==> config.mk <==
export PLATFORM = sky130hd
export DESIGN_NAME = demux2_buf
export DESIGN_NICKNAME = d
export VERILOG_FILES = /design/src/rtl/demux2_buf.sv
export SDC_FILE = /design/constraint.sdc
export NUM_CORES = 1
export LEC_CHECK = 0
export CORE_MARGIN = 2
export CORE_UTILIZATION = 53
export DETAILED_ROUTE_END_ITERATION = 16
export PLACE_DENSITY = 0.79
export SKIP_CTS_REPAIR_TIMING = 1
export SYNTH_ARGS = -nofsm -noshare
export SYNTH_HDL_FRONTEND = slang
export SYNTH_SLANG_ARGS = --single-unit
==> constraint.sdc <==
create_clock -name clk -period 2.03 [get_ports clk]
set_input_delay 0.406 -clock clk [delete_from_list [all_inputs] [get_ports clk]]
set_output_delay 0.406 -clock clk [all_outputs]
set_load 0.01 [all_outputs]
==> src/rtl/demux2_buf.sv <==
// 1-to-2 stream demultiplexer, each destination behind its own 2-entry FIFO.
// Latency: 1 cycle from accept to outN_valid; outputs are registered.
// Backpressure: in_ready follows only the selected FIFO; the other one stalls independently.
// Optional DEMUX2_BUF_STATS_EN adds free-running per-output accept counters cnt0/cnt1.

module demux2_buf_fifo #(
    parameter int WIDTH = 8
) (
    input  logic             clk,
    input  logic             resetn,
    input  logic             flush,
    input  logic             push,
    input  logic [WIDTH-1:0] push_data,
    input  logic             pop_ready,
    output logic             head_valid,
    output logic [WIDTH-1:0] head_data,
    output logic [1:0]       count
);

    logic [WIDTH-1:0] mem [2];
    logic             rptr;
    logic             wptr;
    logic             pop;

    assign head_valid = (count != 2'd0);
    assign head_data  = mem[rptr];
    assign pop        = head_valid & pop_ready;

    always_ff @(posedge clk or negedge resetn) begin
        if (!resetn) begin
            for (int i = 0; i < 2; i++) mem[i] <= '0;
            rptr  <= 1'b0;
            wptr  <= 1'b0;
            count <= 2'd0;
        end else if (flush) begin
            // Entries are left stale; count=0 hides them.
            rptr  <= 1'b0;
            wptr  <= 1'b0;
            count <= 2'd0;
        end else begin
            if (push) begin
                mem[wptr] <= push_data;
                wptr      <= ~wptr;
            end
            if (pop) rptr <= ~rptr;
            case ({push, pop})
                2'b10:   count <= count + 2'd1;
                2'b01:   count <= count - 2'd1;
                default: count <= count;
            endcase
        end
    end

endmodule

module demux2_buf #(
    parameter int WIDTH = 8
) (
    input  logic             clk,
    input  logic             resetn,
    input  logic             flush,
    input  logic             in_valid,
    output logic             in_ready,
    input  logic [WIDTH-1:0] in_data,
    input  logic             in_sel,
    output logic             out0_valid,
    input  logic             out0_ready,
    output logic [WIDTH-1:0] out0_data,
    output logic             out1_valid,
    input  logic             out1_ready,
    output logic [WIDTH-1:0] out1_data
`ifdef DEMUX2_BUF_STATS_EN
    ,
    output logic [15:0]      cnt0,
    output logic [15:0]      cnt1
`endif
);

    logic       sel1;
    logic       run;
    logic       accept;
    logic       push0;
    logic       push1;
    logic [1:0] count0;
    logic [1:0] count1;

    // X/Z select falls through to out0, like the mux2 select.
    assign sel1 = (in_sel === 1'b1);

    // Holds in_ready low until the first edge after reset release.
    always_ff @(posedge clk or negedge resetn) begin
        if (!resetn) run <= 1'b0;
        else         run <= 1'b1;
    end

    assign in_ready = run & (sel1 ? ((count1 != 2'd2) | out1_ready)
                                  : ((count0 != 2'd2) | out0_ready));
    assign accept   = in_valid & in_ready;
    assign push0    = accept & ~sel1 & ~flush;
    assign push1    = accept &  sel1 & ~flush;

    demux2_buf_fifo #(.WIDTH(WIDTH)) u_fifo0 (
        .clk        (clk),
        .resetn     (resetn),
        .flush      (flush),
        .push       (push0),
        .push_data  (in_data),
        .pop_ready  (out0_ready),
        .head_valid (out0_valid),
        .head_data  (out0_data),
        .count      (count0)
    );

    demux2_buf_fifo #(.WIDTH(WIDTH)) u_fifo1 (
        .clk        (clk),
        .resetn     (resetn),
        .flush      (flush),
        .push       (push1),
        .push_data  (in_data),
        .pop_ready  (out1_ready),
        .head_valid (out1_valid),
        .head_data  (out1_data),
        .count      (count1)
    );

`ifdef DEMUX2_BUF_STATS_EN
    // Counts every handshake, including ones discarded by flush.
    always_ff @(posedge clk or negedge resetn) begin
        if (!resetn) begin
            cnt0 <= 16'd0;
            cnt1 <= 16'd0;
        end else begin
            if (accept && !sel1) cnt0 <= cnt0 + 16'd1;
            if (accept &&  sel1) cnt1 <= cnt1 + 16'd1;
        end
    end
`endif

endmodule

# Yosys cells after proc, flatten, opt, wreduce, memory -nomap -nowiden
# Cells that the tools add are included.
# totals
ff_bits	41
out_inout_bits	19
wordCells	85
# classes
addsub	4
order_cmp	6
n_eq_ne	7
n_mux	25
n_bitwise	20
n_reduce_logical	12
# ops
cell	count
$mux W8	8
$bwmux W16	2
$demux W8 S1	2
$reduce_bool A2 Y1	6
$mux W1	9
$and A1 B1 Y1	8
$ge A2 B2 Y1 const B	4
$not A1 Y2	4
$pmux W2 S2	2
$not A1 Y1	6
$reduce_bool A3 Y1	2
$add A2 B1 Y2 const B	2
$eq A2 B1 Y1 const B	2
$eq A2 B2 Y1 const B	2
$lt A2 B1 Y1 const B	2
$mux W2	2
$ne A2 B2 Y1 const B	2
$reduce_and A2 Y1	2
$sub A2 B1 Y2 const B	2
$logic_and A1 B1 Y1	2
$or A1 B1 Y1	2
$eqx A1 B1 Y1 const B	1

# Longest topological paths before layout
# depth
depth_word	10
depth_mapped	4
ltp_nobuf	3

# By module
# A second synthesis with hierarchy kept.
# unflattened
cells_unflattened	136
hier_area_um2	1925.6
# modules_own_cells
module	n_inst	cells_each	area_per_inst_um2	seq_area_each_um2
demux2_buf_fifo	2	63	915.9	500.5
demux2_buf	1	10	93.8	25.0

# Worst setup path after synthesis
# Ideal clock, no wire load.
# synth_path
path_kind	flip-flop to flip-flop
from	register u_fifo1.count[1]
to	register u_fifo1.mem[10] (netlist name)
setup_ns	0.125
t_arrival_ns	1.526
required_ns	1.905
path_slack_ns	0.379
stages_incl_launch_ff	5
n_path_buf	1
cell_sequence	dfrtp_1 nor3b_2 or4_1 buf_6 mux2_4
# synth_between
elab_chain_cells	8
# synth_lines
item	line	source
from (decl)	17	output logic [1:0] count
from (signal assigned)	47	2'b10: count <= count + 2'd1;
from (signal assigned)	48	2'b01: count <= count - 2'd1;
from (signal assigned)	49	default: count <= count;
$ne A2 B2 Y1	96	assign in_ready = run & (sel1 ? ((count1 != 2'd2) | out1_ready)
$or A1 B1 Y1	96	
$mux W1	96	
$and A1 B1 Y1	96	
$and A1 B1 Y1	98	assign accept = in_valid & in_ready;
$and A1 B1 Y1 (2 in series)	100	assign push1 = accept & sel1 & ~flush;
$reduce_and A2 Y1 (no source line)	--	
to (signal, indexed assignment)	42	mem[wptr] <= push_data;
to (decl)	20	logic [WIDTH-1:0] mem [2];
# No other way between the ends.
# A chain may end at the register's enable or synchronous reset.

# Worst setup path in the final report
# layout_path
from	input port out0_ready
to	register u_fifo0.mem[12] (netlist name)
# layout_between
elab_chain_cells	7
# layout_lines
item	line	source
from (decl)	67	input logic out0_ready,
$or A1 B1 Y1	97	: ((count0 != 2'd2) | out0_ready));
$mux W1	96	
$and A1 B1 Y1	96	
$and A1 B1 Y1	98	
$and A1 B1 Y1 (2 in series)	99	assign push0 = accept & ~sel1 & ~flush;
$reduce_and A2 Y1 (no source line)	--	
to (signal, indexed assignment)	42	
to (decl)	20	
# No other way between the ends.

==> impl_metrics.prom <==
# TYPE chip_impl_metric gauge
chip_impl_info{name="outcome",value="finished clean"} 1
chip_impl_metric{name="worst_reg_to_reg_path_cell_count",unit=""} 5
chip_impl_metric{name="highest_achievable_clock_rate",unit="MHz"} 503
chip_impl_info{name="cts_tree",value="yes"} 1
chip_impl_metric{name="synth_compound_gate_area_share",unit=""} 0.0526
chip_impl_metric{name="core_region_area",unit="µm²"} 3720
chip_impl_metric{name="mappedNetlistArea",unit="µm²"} 2070
chip_impl_metric{name="n_antenna_cell",unit=""} 0
chip_impl_metric{name="postSynthNetCount",unit=""} 155
chip_impl_metric{name="clock_tree.htree_level_count",unit=""} 2
chip_impl_info{name="cp-startpoint",value="out0_ready"} 1
chip_impl_metric{name="grt_remaining_overflow",unit=""} 0
chip_impl_info{name="layout.cells.most_common_list",value="sky130_fd_sc_hd__dfrtp_1 (40), sky130_fd_sc_hd__mux2_2 (24), sky130_fd_sc_hd__mux2_4 (24)"} 1
chip_impl_metric{name="start_util",unit=""} 0.557
chip_impl_metric{name="initial_antenna_violation_count",unit=""} 0
chip_impl_metric{name="power.ir.vdd_worst",unit="µV"} 632
chip_impl_info{name="timing.rr.end",value="u_fifo0.mem[12]$_DFFE_PN0P_"} 1
chip_impl_metric{name="final_util",unit=""} 0.740
chip_impl_metric{name="finalMaxSlewViolations",unit=""} 0
chip_impl_metric{name="buffer_ports.inserted",unit=""} 33
chip_impl_info{name="hp-class",value="in2async"} 1
chip_impl_metric{name="clockBufferDepth",unit=""} 2
chip_impl_metric{name="yosys_register_bits",unit=""} 41
chip_impl_metric{name="cts_inserted_buffers",unit=""} 5
chip_impl_metric{name="grt_pass1_wl",unit="µm"} 6990
chip_impl_metric{name="fin_hold_ws",unit="ns"} 0.169
chip_impl_metric{name="clk_latency",unit="ns"} 0.29
chip_impl_metric{name="place_hpwl",unit="µm"} 2980
chip_impl_metric{name="post_synthesis_area_per_instance",unit="µm²"} 14.8
chip_impl_metric{name="basic_gate_share_of_the_synthesized_area_counting_and_or_nand_and_nor_cells",unit=""} 0.109
chip_impl_metric{name="total_iterations_of_the_first_detailed_routing_run",unit=""} 4
chip_impl_metric{name="synthAdderAreaFrac",unit=""} 0
chip_impl_metric{name="max_cap_viol_count",unit=""} 0
chip_impl_metric{name="synth.yosys.warnings",unit=""} 0
chip_impl_metric{name="num_rows",unit=""} 22
chip_impl_metric{name="power.density",unit="nW/µm²"} 812
chip_impl_metric{name="detailroute.via_count",unit=""} 1334
chip_impl_metric{name="fin_crit",unit="ns"} 1.99
chip_impl_metric{name="grt_max_degree",unit=""} 42
chip_impl_metric{name="static_leak",unit="nW"} 1.44
chip_impl_metric{name="clkTransAtPathRegs",unit="ns"} 0.08
chip_impl_metric{name="nets",unit=""} 213
chip_impl_metric{name="worst-r2r-setup-slack",unit="ns"} 0.15
chip_impl_metric{name="max-slew-margin-rel",unit=""} 0.656
chip_impl_metric{name="io_pins",unit=""} 34
chip_impl_metric{name="post_synth_inst_count",unit=""} 140
chip_impl_metric{name="routabilityCongestion",unit=""} 0.779
chip_impl_metric{name="grt_use_total",unit=""} 0.217
chip_impl_metric{name="die_h",unit="µm"} 66.5
chip_impl_metric{name="arrival",unit="ns"} 2.17
chip_impl_metric{name="hold_viol",unit=""} 0
chip_impl_metric{name="fp.dieArea",unit="µm²"} 4420
chip_impl_metric{name="drt_iter0_drc",unit=""} 73
chip_impl_metric{name="drive_gt1_frac",unit=""} 0.447
chip_impl_info{name="start_to_end_type_of_the_worst_setup_path",value="in2reg"} 1
chip_impl_info{name="timing.critical_path.from_type",value="primary input"} 1
chip_impl_metric{name="routed_via_density",unit=""} 5.40
chip_impl_metric{name="critical_path.max_fanout",unit=""} 4
chip_impl_metric{name="worst_clock_skew",unit="ns"} 0.00536
chip_impl_info{name="final_common_cell",value="sky130_fd_sc_hd__dfrtp_1"} 1
chip_impl_metric{name="yosys-mux-area-fraction",unit=""} 0.309
chip_impl_metric{name="area_added_between_synthesis_and_finish",unit="%"} 32.9
chip_impl_info{name="cts.root.buffer_cell",value="sky130_fd_sc_hd__clkbuf_8"} 1
chip_impl_info{name="cp-endpoint",value="u_fifo0.mem[12]$_DFFE_PN0P_"} 1
chip_impl_metric{name="setup_tns",unit="ns"} 0
chip_impl_info{name="reg2reg_from",value="u_fifo0.count[1]$_DFFE_PN0P_"} 1
chip_impl_info{name="rsz_0062_raised_after_global_routing",value="false"} 1
chip_impl_metric{name="setup-violations-final",unit=""} 0
chip_impl_metric{name="post_synth_xor_area_fraction",unit=""} 0.00846
chip_impl_info{name="timing.critical_path.to_type",value="register"} 1
chip_impl_metric{name="synth_cell_types",unit=""} 37
chip_impl_metric{name="routedWlPerCell",unit="µm"} 17.4
chip_impl_metric{name="detail_route.wirelength",unit="µm"} 4310
chip_impl_info{name="dominant_combinational_cell_family_by_area_after_synthesis",value="multiplexers"} 1
chip_impl_metric{name="die_width",unit="µm"} 66.5
chip_impl_metric{name="synth-seq-area-share",unit=""} 0.495
chip_impl_metric{name="timing.final.crit_share",unit=""} 0.979
chip_impl_metric{name="vias_in_the_first_global_route",unit=""} 1456
chip_impl_metric{name="drc",unit=""} 0
chip_impl_metric{name="cp.required",unit="ns"} 2.21
chip_impl_metric{name="clkSinkCount",unit=""} 41
chip_impl_metric{name="antenna_violating_nets_post_route",unit=""} 0
chip_impl_metric{name="worst_pin_slew",unit="ns"} 0.516
-- layer usage --
metal	GRT usage	vias to the layer above	share of wire
li1	-	628	-
met1	0.266	674	0.44
met2	0.369	26	0.51
met3	0.0676	6	0.037
met4	0.0612	0	0.012
met5	0	-	0
-- cell type report --
class | instances | area [µm²]
flip-flops and latches | 41 | 1030
multi-input cells | 92 | 997
fillers | 234 | 965
repair buffers | 56 | 543
clock buffers | 7 | 86.3
well taps | 48 | 60.1
clock inverters | 1 | 30.0
inverters | 2 | 7.51
-- kinds of logic (layout without fill, tap and decap cells) --
| kind of cell | count (synthesis) | after routing |
|---|---|---|
| other | 1 | 1 |
| XOR/XNOR | 2 | 2 |
| AO/OA/AOI/OAI | 15 | 15 |
| multiplexers | 49 | 49 |
| AND/OR/NAND/NOR | 25 | 25 |
| flip-flops | 41 | 41 |
| buffers and inverters | 7 | 66 |
-- stage by stage --
stage          std cells  area (µm²)  worst slack, ns  total power [mW]
5_1_grt              247        2750          0.00720              2.34
4_1_cts              245        2690           -0.283              2.28
2_1_floorplan        140        2070            0.379              1.31
6_report             247        2750           0.0424              2.24
3_3_place_gp         237        2570           -0.240              1.57
3_5_place_dp         237        2570           -0.291              1.59
-- state kept, by name (all words and copies together) (netlist names) --
name / cells
u_fifo0.rptr: 1
u_fifo1.mem: 16
u_fifo1.rptr: 1
u_fifo0.wptr: 1
u_fifo0.mem: 16
run: 1
u_fifo0.count: 2
u_fifo1.count: 2
u_fifo1.wptr: 1
-- power by group --
| part | switching (mW) | internal, mW |
|---|---|---|
| Clock | 0.280 | 0.401 |
| Combinational | 0.188 | 0.360 |
| Sequential | 0.0699 | 0.937 |
| Total | 0.538 | 1.70 |
-- worst max-delay path, stage by stage --
cell,delay [ns]
sky130_fd_sc_hd__clkdlybuf4s50_1,0.53
sky130_fd_sc_hd__nor3b_4,0.07
sky130_fd_sc_hd__buf_4,0.15
sky130_fd_sc_hd__or4_1,0.52
sky130_fd_sc_hd__buf_4,0.20
sky130_fd_sc_hd__mux2_4,0.30
-- worst min path at each step --
stage / startpoint / to / slack, ns / cells past startpoint
after global placement: u_fifo1.mem[7]$_DFFE_PN0P_ / u_fifo1.mem[7]$_DFFE_PN0P_ / 0.48 / 1
after floorplan: resetn / run$_DFF_PN0_ / 0.11 / 0
after detailed placement: u_fifo0.mem[4]$_DFFE_PN0P_ / u_fifo0.mem[4]$_DFFE_PN0P_ / 0.49 / 1
final: resetn / u_fifo0.mem[8]$_DFFE_PN0P_ / 0.17 / 2
after CTS: resetn / u_fifo0.mem[8]$_DFFE_PN0P_ / 0.18 / 2
after global routing: resetn / u_fifo0.mem[7]$_DFFE_PN0P_ / 0.20 / 2
-- cells in the mapped netlist, drive strengths merged --
master,count,share of area
dfrtp,41,0.50
mux2i,1,0.0048
nor2,2,0.0036
buf,2,0.0091
a211oi,2,0.0072
and2,1,0.0030
or4,2,0.0072
or2b,2,0.0072
inv,2,0.0036
or2,2,0.0060
conb,1,0.0018
xor2,2,0.0085
nor4,1,0.0030
a21oi,2,0.0048
nand3b,3,0.017
nor3b,2,0.015
mux2,48,0.30
o211a,2,0.0097
o2111a,1,0.0054
o21bai,1,0.0036
nand3,1,0.0048
a21boi,1,0.0036
nand2b,1,0.0030
a2bb2oi,1,0.0042
o21ai,4,0.0097
clkbuf,3,0.010
nor3,2,0.0048
nand2,1,0.0018
nor4b,2,0.023
a2111oi,1,0.0042
or3,3,0.0097
Power figures use the tool's default switching activity.
